## src/rtl/dmem_io_unit_pkg.sv

```systemverilog
// Shared constants and decode helpers for the data-memory / memory-mapped I/O subsystem.
package dmem_io_unit_pkg;

   localparam int          DATA_W    = 16;
   localparam logic [15:0] OFS_OUT   = 16'd0;
   localparam logic [15:0] OFS_IN    = 16'd2;
   localparam logic [15:0] OFS_TCNT  = 16'd4;
   localparam logic [15:0] OFS_TCMP  = 16'd6;
   localparam logic [15:0] OFS_STAT  = 16'd8;
   localparam int          MATCH_BIT = 0;
   localparam logic [15:0] TCMP_RST  = 16'hFFFF;

   typedef enum logic [2:0] {
      SEL_NONE,
      SEL_RAM,
      SEL_OUT,
      SEL_IN,
      SEL_TCNT,
      SEL_TCMP,
      SEL_STAT
   } sel_e;

   // Word-granular match of a byte address against one I/O register.
   function automatic logic io_hit(input logic [15:0] addr,
                                   input logic [15:0] base,
                                   input logic [15:0] ofs);
      logic [15:0] reg_addr;
      reg_addr = base + ofs;
      return addr[15:1] == reg_addr[15:1];
   endfunction

endpackage

```

## src/rtl/dmem_io_unit_timer.sv

```systemverilog
// Prescaled 16-bit timer with compare register and sticky match flag.
module io_timer
   import dmem_io_unit_pkg::*;
#(
   parameter int PRESCALE = 4
) (
   input  logic              clock,
   input  logic              reset,
   input  logic [DATA_W-1:0] wdata,
   input  logic              tcnt_we,
   input  logic              tcmp_we,
   input  logic              match_clr,
   output logic [DATA_W-1:0] tcnt,
   output logic [DATA_W-1:0] tcmp,
   output logic              match
);

   localparam logic [15:0] PCNT_MAX = 16'(PRESCALE - 1);

   logic [15:0]       pcnt_q, pcnt_d;
   logic [DATA_W-1:0] tcnt_q, tcnt_d;
   logic [DATA_W-1:0] tcmp_q, tcmp_d;
   logic              match_q, match_d;
   logic              tick;
   logic              match_set;

   // Next-state: a CPU write to TCNT overrides the tick and restarts the prescaler.
   always_comb begin
      tick      = (pcnt_q == PCNT_MAX);
      pcnt_d    = pcnt_q;
      tcnt_d    = tcnt_q;
      match_set = 1'b0;
      if (tcnt_we) begin
         tcnt_d = wdata;
         pcnt_d = 16'd0;
      end else if (tick) begin
         pcnt_d = 16'd0;
         if (tcnt_q == tcmp_q) begin
            tcnt_d    = 16'd0;
            match_set = 1'b1;
         end else begin
            tcnt_d = tcnt_q + 16'd1;
         end
      end else begin
         pcnt_d = pcnt_q + 16'd1;
      end

      if (tcmp_we) begin
         tcmp_d = wdata;
      end else begin
         tcmp_d = tcmp_q;
      end

      // Set wins over a simultaneous write-1-to-clear.
      if (match_set) begin
         match_d = 1'b1;
      end else if (match_clr) begin
         match_d = 1'b0;
      end else begin
         match_d = match_q;
      end
   end

   // Timer state registers.
   always_ff @(posedge clock) begin
      if (reset) begin
         pcnt_q  <= 16'd0;
         tcnt_q  <= 16'd0;
         tcmp_q  <= TCMP_RST;
         match_q <= 1'b0;
      end else begin
         pcnt_q  <= pcnt_d;
         tcnt_q  <= tcnt_d;
         tcmp_q  <= tcmp_d;
         match_q <= match_d;
      end
   end

   assign tcnt  = tcnt_q;
   assign tcmp  = tcmp_q;
   assign match = match_q;

endmodule

```

## src/rtl/dmem_io_unit.sv

```systemverilog
// Data RAM plus memory-mapped I/O page (OUT, synchronized IN, timer, STATUS) behind the core's MEM stage.
module dmem_io_unit
   import dmem_io_unit_pkg::*;
#(
   parameter int          RAM_AW   = 7,
   parameter int          PRESCALE = 4,
   parameter logic [15:0] IO_BASE  = 16'hFF00
) (
   input  logic              clock,
   input  logic              reset,
   input  logic [15:0]       dmemaddr,
   input  logic [DATA_W-1:0] dmemwdata,
   input  logic              dmemwrite,
   input  logic              dmemread,
   output logic [DATA_W-1:0] dmemrdata,
   input  logic [DATA_W-1:0] inport,
   output logic [DATA_W-1:0] outport,
   output logic              timer_irq,
   output logic              bad_access
);

   logic [DATA_W-1:0] mem_q [0:(1<<RAM_AW)-1];
   logic [RAM_AW-1:0] ram_idx;
   sel_e              sel;

   logic [DATA_W-1:0] out_q, out_d;
   logic [DATA_W-1:0] in_meta_q, in_sync_q;
   logic              bad_q, bad_d;

   logic [DATA_W-1:0] tcnt, tcmp;
   logic              match;
   logic              tcnt_we, tcmp_we, match_clr;
   logic [DATA_W-1:0] stat;

   assign ram_idx = dmemaddr[RAM_AW:1];

   // Address decode on the word address; RAM sits at the bottom of the map.
   always_comb begin
      if (dmemaddr[15:RAM_AW+1] == {(15-RAM_AW){1'b0}}) begin
         sel = SEL_RAM;
      end else if (io_hit(dmemaddr, IO_BASE, OFS_OUT)) begin
         sel = SEL_OUT;
      end else if (io_hit(dmemaddr, IO_BASE, OFS_IN)) begin
         sel = SEL_IN;
      end else if (io_hit(dmemaddr, IO_BASE, OFS_TCNT)) begin
         sel = SEL_TCNT;
      end else if (io_hit(dmemaddr, IO_BASE, OFS_TCMP)) begin
         sel = SEL_TCMP;
      end else if (io_hit(dmemaddr, IO_BASE, OFS_STAT)) begin
         sel = SEL_STAT;
      end else begin
         sel = SEL_NONE;
      end
   end

   // Combinational read mux and write strobes.
   always_comb begin
      stat            = {DATA_W{1'b0}};
      stat[MATCH_BIT] = match;
      dmemrdata       = {DATA_W{1'b0}};
      if (dmemread) begin
         case (sel)
            SEL_RAM:  dmemrdata = mem_q[ram_idx];
            SEL_OUT:  dmemrdata = out_q;
            SEL_IN:   dmemrdata = in_sync_q;
            SEL_TCNT: dmemrdata = tcnt;
            SEL_TCMP: dmemrdata = tcmp;
            SEL_STAT: dmemrdata = stat;
            default:  dmemrdata = {DATA_W{1'b0}};
         endcase
      end else begin
         dmemrdata = {DATA_W{1'b0}};
      end

      tcnt_we   = dmemwrite && (sel == SEL_TCNT);
      tcmp_we   = dmemwrite && (sel == SEL_TCMP);
      match_clr = dmemwrite && (sel == SEL_STAT) && dmemwdata[MATCH_BIT];

      if (dmemwrite && (sel == SEL_OUT)) begin
         out_d = dmemwdata;
      end else begin
         out_d = out_q;
      end

      bad_d = (dmemread || dmemwrite) && (sel == SEL_NONE);
   end

   // RAM write port; no reset on contents, but a write coinciding with reset is dropped.
   always_ff @(posedge clock) begin
      if (!reset && dmemwrite && (sel == SEL_RAM)) begin
         mem_q[ram_idx] <= dmemwdata;
      end
   end

   // OUT register, IN two-flop synchronizer and bad-access pulse.
   always_ff @(posedge clock) begin
      if (reset) begin
         out_q     <= {DATA_W{1'b0}};
         in_meta_q <= {DATA_W{1'b0}};
         in_sync_q <= {DATA_W{1'b0}};
         bad_q     <= 1'b0;
      end else begin
         out_q     <= out_d;
         in_meta_q <= inport;
         in_sync_q <= in_meta_q;
         bad_q     <= bad_d;
      end
   end

   io_timer #(
      .PRESCALE (PRESCALE)
   ) u_timer (
      .clock     (clock),
      .reset     (reset),
      .wdata     (dmemwdata),
      .tcnt_we   (tcnt_we),
      .tcmp_we   (tcmp_we),
      .match_clr (match_clr),
      .tcnt      (tcnt),
      .tcmp      (tcmp),
      .match     (match)
   );

   assign outport    = out_q;
   assign timer_irq  = match;
   assign bad_access = bad_q;

endmodule

```

## config.mk

```make
export PLATFORM = sky130hd
export DESIGN_NAME = dmem_io_unit
export DESIGN_NICKNAME = d
export VERILOG_FILES = /design/src/rtl/dmem_io_unit_pkg.sv /design/src/rtl/dmem_io_unit_timer.sv /design/src/rtl/dmem_io_unit.sv
export SDC_FILE = /design/constraint.sdc
export NUM_CORES = 2
export LEC_CHECK = 0
export CORE_ASPECT_RATIO = 1.75
export CORE_MARGIN = 4
export CORE_UTILIZATION = 53
export CTS_CLUSTER_SIZE = 24
export DETAILED_ROUTE_END_ITERATION = 8
export GPL_ROUTABILITY_DRIVEN = 0
export PLACE_DENSITY = 0.69
export SLEW_MARGIN = 20
export SYNTH_ARGS = -nofsm -noshare
export SYNTH_HDL_FRONTEND = slang
export SYNTH_SLANG_ARGS = --single-unit
```

## constraint.sdc

```tcl
create_clock -name clock -period 5.59 [get_ports clock]
set_input_delay 0.559 -clock clock [delete_from_list [all_inputs] [get_ports clock]]
set_output_delay 0.559 -clock clock [all_outputs]
set_load 0.02 [all_outputs]
```

=== Word-level counts from Yosys, hierarchy flattened ===
Memories as Yosys holds them, arrays and structs flattened.
Cells that the tools add are included.

* Add/sub/neg operators: 2
* Mux-type cells: 18
* Reduce and logical (&&, ||, !) cells: 15
* Equal/unequal tests: 13

{| class="wikitable"
|+ Operator list
! kind !! count
|-
| 16-bit case mux with 6 select lines || 1
|-
| 15-bit == test (second input constant) || 5
|-
| 16-bit two-way mux || 4
|-
| 16-bit by 1-bit adder with 16-bit output (second input constant) || 2
|-
| 3-bit two-way mux || 6
|-
| 16-bit == test || 1
|-
| 16-bit by 2-bit == test with 1-bit output (second input constant) || 1
|-
| 3-bit == test (second input constant) || 3
|-
| 1-bit logical AND || 8
|-
| 8-bit logical NOT || 1
|-
| 1-bit two-way mux || 7
|-
| 3-bit by 2-bit == test with 1-bit output (second input constant) || 2
|-
| 2-bit nonzero test || 2
|-
| 3-bit by 1-bit == test with 1-bit output (second input constant) || 1
|-
| 3-bit logical NOT || 1
|-
| 3-bit OR reduction || 1
|-
| 1-bit logical NOT || 1
|-
| 1-bit logical OR || 1
|}

* Memories kept: 1
* Input port bits: 52
* Output and inout port bits: 34
* Bits in writable memories: 2048
* Register bits: 98
* Word-level logic and storage cells: 57

{| class="wikitable"
|+ Memory list
! memory !! words !! width !! rd ports !! clocked after memory_dff !! write ports !! line !! source
|-
| mem_q || 128 || 16 || 1 || 0 || 1 || dmem_io_unit.sv:22 || <nowiki>logic [DATA_W-1:0] mem_q [0:(1<<RAM_AW)-1];</nowiki>
|}

=== Longest topological paths before layout ===
* Word-level depth: 12
* Mapped depth: 13

=== Hierarchy ===
Synthesis repeated with hierarchy kept, for this count alone.

* Cells, all modules: 4899
* Area, all modules: 82441.6 um^2

{| class="wikitable"
|+ By module, submodules not included
! module !! area each (um^2) !! instances !! cells an instance !! sequential area each (um^2)
|-
| dmem_io_unit || 79960.4 || 1 || 4623 || 62479.9
|-
| io_timer || 2481.1 || 1 || 276 || 980.9
|}

=== Least setup slack after synthesis ===
Ideal clock, no wire load.

* Kind: input-to-output
* Start: in dmemaddr[1]
* End: out dmemrdata[11]
* Cell stages on the path: 11
* Setup slack: 2.414 ns
* Arrival time: 2.617 ns
* Path through: buf_6 -> buf_12 -> buf_12 -> buf_12 -> buf_12 -> mux2i_1 -> a221oi_2 -> o211ai_1 -> a311oi_1 -> a311oi_1 -> o32ai_1

* Longest elaborated chain between the ends: 10
* Elaborated cells on any way between the ends: 20

{| class="wikitable"
|+ RTL lines
! item !! line !! source
|-
| start: declaration || dmem_io_unit.sv:11 || <nowiki>input logic [15:0] dmemaddr,</nowiki>
|-
| 15-bit == test || dmem_io_unit_pkg.sv:29 || <nowiki>return addr[15:1] == reg_addr[15:1];</nowiki>
|-
| 3-bit two-way mux || dmem_io_unit.sv:49 || <nowiki>end else if (io_hit(dmemaddr, IO_BASE, OFS_STAT)) begin</nowiki>
|-
| 3-bit two-way mux || dmem_io_unit.sv:47 || <nowiki>end else if (io_hit(dmemaddr, IO_BASE, OFS_TCMP)) begin</nowiki>
|-
| 3-bit two-way mux || dmem_io_unit.sv:45 || <nowiki>end else if (io_hit(dmemaddr, IO_BASE, OFS_TCNT)) begin</nowiki>
|-
| 3-bit two-way mux || dmem_io_unit.sv:43 || <nowiki>end else if (io_hit(dmemaddr, IO_BASE, OFS_IN)) begin</nowiki>
|-
| 3-bit two-way mux || dmem_io_unit.sv:41 || <nowiki>end else if (io_hit(dmemaddr, IO_BASE, OFS_OUT)) begin</nowiki>
|-
| 3-bit two-way mux || dmem_io_unit.sv:39 || <nowiki>if (dmemaddr[15:RAM_AW+1] == {(15-RAM_AW){1'b0}}) begin</nowiki>
|-
| 3-bit == test, or another cell as far along || dmem_io_unit.sv:62 || <nowiki>case (sel)</nowiki>
|-
| 16-bit case mux with 6 select lines * || dmem_io_unit.sv:62 ||
|-
| 16-bit two-way mux * || dmem_io_unit.sv:61 || <nowiki>if (dmemread) begin</nowiki>
|-
| end: declaration || dmem_io_unit.sv:15 || <nowiki>output logic [DATA_W-1:0] dmemrdata,</nowiki>
|}

Mark *: on every way between the ends. The rest lies on a longest branch, timed or not.

=== Worst setup path after layout ===
* Start: in dmemaddr[3]
* End: out dmemrdata[7]

The elaborated chain is that of the path after synthesis.

==> impl_metrics.json <==
{
  "status": "finished with violations",
  "violations": "DRC, setup timing",
  "die_w_um": 310,
  "power.switching_fraction": 0.219,
  "ys_top_cells_by_area": "edfxtp_1, mux4_2, mux2_2, dfxtp_1, mux2i_1",
  "grt_overflow": 0,
  "worstHoldStart": "dmemwdata[8]",
  "maxClockFrequency_ghz": 0.176,
  "final.setup.worst_slack_ns": -0.0955,
  "most_used_flip_flop_cell_after_synthesis": "edfxtp_1",
  "combPwrFrac": 0.061,
  "power.leakage_nw": 30.3,
  "cts_buffers": 182,
  "vias": 50200,
  "mostFrequentLayoutCell": "edfxtp_1",
  "post_cts.resized_instances": 0,
  "r2r_setup_slack_ns": 2.81,
  "area_growth_pct": 12.2,
  "net_switching_w": 0.00690,
  "pin_count": 86,
  "worst_vdd_rail_ir_drop_v": 0.000256,
  "number_of_drc_violations_after_detailed_routing": 4,
  "synth.top_cell.area_share": 0.729,
  "grt_max_degree": 88,
  "post-route-period-util": 1.02,
  "die_area_um2": 166000,
  "die_h_um": 536,
  "ys_seq_area_frac": 0.752,
  "postSynthAreaPerCell_um2": 17.6,
  "final.hold.worst_slack_ns": 0.240,
  "async_reset_ff_frac": 0,
  "cp.buffers_inverters": 5,
  "std_cell_rows": 193,
  "tritoncts": "done",
  "synth_cell_type_count": 88,
  "yosys.area.top_type": "edfxtp_1",
  "synth.ff_latch_count": 2146,
  "tightest_slew_ns": 1.29,
  "worst_ep_arrival_time_ns": 5.13,
  "clockBufferDepth": 4,
  "post_cts_buffers": 0,
  "first_pass_iters": 9,
  "drt-total-wl_um": 264000,
  "slowest_cell_on_the_critical_path": "nor4_1",
  "path_clk_slew_ns": 0.07,
  "grt_pass1_vias": 49000,
  "powerDensity_nw_per_um2": 332,
  "timing.hold.worst.class": "in2reg",
  "place.detailed.hpwl_um": 166000,
  "cp_data_required_time_ns": 5.03,
  "power_report.internal_total_w": 0.0246,
  "shortest_clock_period_the_worst_path_allows_after_layout_ns": 5.69,
  "finalNetCount": 5206,
  "finalClockSkew_ns": 0.0178,
  "ant_nets": 0,
  "viasPerCell": 6.85,
  "crit_path_max_fo": 50,
  "cts_hold_buf": 0,
  "antenna_violations_before_repair": 13,
  "syn_inst": 4796,
  "grt_util_all_layers": 0.316,
  "grt_pass1_wl_um": 369000,
  "worst_path_most_repeated_cell": "buf_4",
  "floorplan.core_area_um2": 158000,
  "synthesis.area_um2": 84300,
  "cpLargestDelayFamily": "simple AND/OR/NAND/NOR gates",
  "crit_type": "in2out",
  "total_power_w": 0.0315,
  "count_of_warnings_emitted_by_yosys": 0,
  "setup_crit_start": "dmemaddr[3]",
  "synth_enable_flop_cells": 2048,
  "setup_slack_placement_ns": 0.115,
  "share_clk_of_total_power": 0.379,
  "slew_viol_final": 0,
  "seq_power_share": 0.560,
  "cp_cell_sequence": "buf_8 -> nand2b_1 -> buf_4 -> buf_4 -> o221ai_1 -> o21ai_0 -> a21oi_1 -> nor4_1 -> buf_4 -> a31o_2 -> clkdlybuf4s50_1",
  "r2r_start": "u_timer.tcnt[7]",
  "worst_setup_end_kind": "output port",
  "postSynthNetCount": 4850,
  "clk_root_buffer_cell": "clkbuf_16",
  "start_kind": "input port",
  "h-tree-depth": 4,
  "rsz0062_at_grt": "no",
  "crit_path_max_incr_delay_ns": 1.17,
  "setup_viol": 1,
  "finalHoldViolations": 0,
  "fraction_of_layout_cells_with_a_size_suffix_above_1": 0.214,
  "final_cell_mix": "edfxtp_1, buf_4, nor2_1, o22ai_1, mux2_2",
  "first_drt_iteration_drcs": 7578,
  "cts_num_sinks": 2146,
  "floorplan.initialDensity": 0.533,
  "buffer_ports.inserted": 84,
  "route.detailed.wl_per_inst_um": 35.9,
  "worst_slew_margin_rel": 0.130,
  "maxCapViolCount": 0,
  "worstSkewPairLatency_ns": 0.82
}
-- sequential cells by signal (all words and copies together), names as in the netlist --
name,cells
mem_q,2048
in_meta_q,16
in_sync_q,16
outport,16
u_timer.pcnt_q,16
u_timer.tcmp,16
u_timer.tcnt,16
bad_access,1
u_timer.match,1
-- cells in the mapped netlist, types with 44 or more instances --
master,n
o21ai_0,88
nor2_1,324
dfxtp_1,98
mux2i_1,160
buf_6,45
a21oi_1,151
o22ai_1,249
clkbuf_1,88
mux2_2,220
buf_4,50
mux4_2,192
nand2_1,217
buf_2,111
edfxtp_1,2048
nor2b_1,44
a221oi_1,54
o221ai_1,113
-- path summary, 6_finish.rpt --
path / endpoint / cells after the start
setup / recovery: dmemrdata[7] / 11
hold / removal: mem_q[25][8] / 1
setup reg to reg: u_timer.tcnt[4] / 7
hold reg to reg: in_sync_q[1] / 1
-- per-stage QoR --
stage	TNS (ns)	std cells	utilization	instance area [um2]
6_report	-0.0955	7335	0.598	94600
5_1_grt	0	7323	0.598	94600
4_1_cts	0	7322	0.598	94600
3_5_place_dp	0	7015	0.564	89200
3_3_place_gp	0	7015	0.564	89200
2_1_floorplan	0	4796	-	84300
-- worst reg2reg max path, cell delays in order, from the launching register on --
cell and delay, ns:
dfxtp_1 0.54, xor2_1 0.12, nor4_1 0.53, nand4_1 0.51, nand2b_1 0.53, or3b_1 0.18
and3_1 0.16, nor3_1 0.05
-- layer usage --
layer  track usage  wire [um]  part of all wire  up-vias
li1              -          -                 -    20100
met2         0.506     125000              0.48     3593
met4         0.243      25600             0.097        8
met1         0.380      85700              0.33    25600
met5             0         54           0.00020        -
met3        0.0598      27000              0.10      969
-- final cells by class --
cell class,count,area [um2]
Multi-Input combinational cell,2320,18900
Antenna cell,13,32.5
Clock inverter,89,633
Fill cell,11400,63600
Inverter,12,55.1
Clock buffer,218,4730
Tap cell,2047,2560
Timing Repair Buffer,490,4280
Sequential cell,2146,63500
-- cells by family (layout without fill, tap and decap cells) --
logic type	count (synthesis)	in the layout	synth area share
muxes	578	578	0.101
other	0	13	0
AOI/OAI and AO/OA	914	914	0.0754
adders and majority gates	2	2	0.000297
and+or+nand+nor	796	796	0.0428
xor gates and xnor gates	30	30	0.00312
buffers and inverters	330	809	0.0250
DFF	2146	2146	0.752
-- power by group through the flow --
| stage | Clock (W) | Combinational [W] | Sequential, W |
|---|---|---|---|
| after floorplan | 0 | 0.000888 | 0.0180 |
| after detailed placement | 0 | 0.00186 | 0.0180 |
| after global placement | 0 | 0.00183 | 0.0180 |
| after CTS | 0.0120 | 0.00186 | 0.0176 |
| after global routing | 0.0126 | 0.00194 | 0.0176 |
| final | 0.0119 | 0.00192 | 0.0176 |
Note: power is estimated with default switching activity, not from simulation.
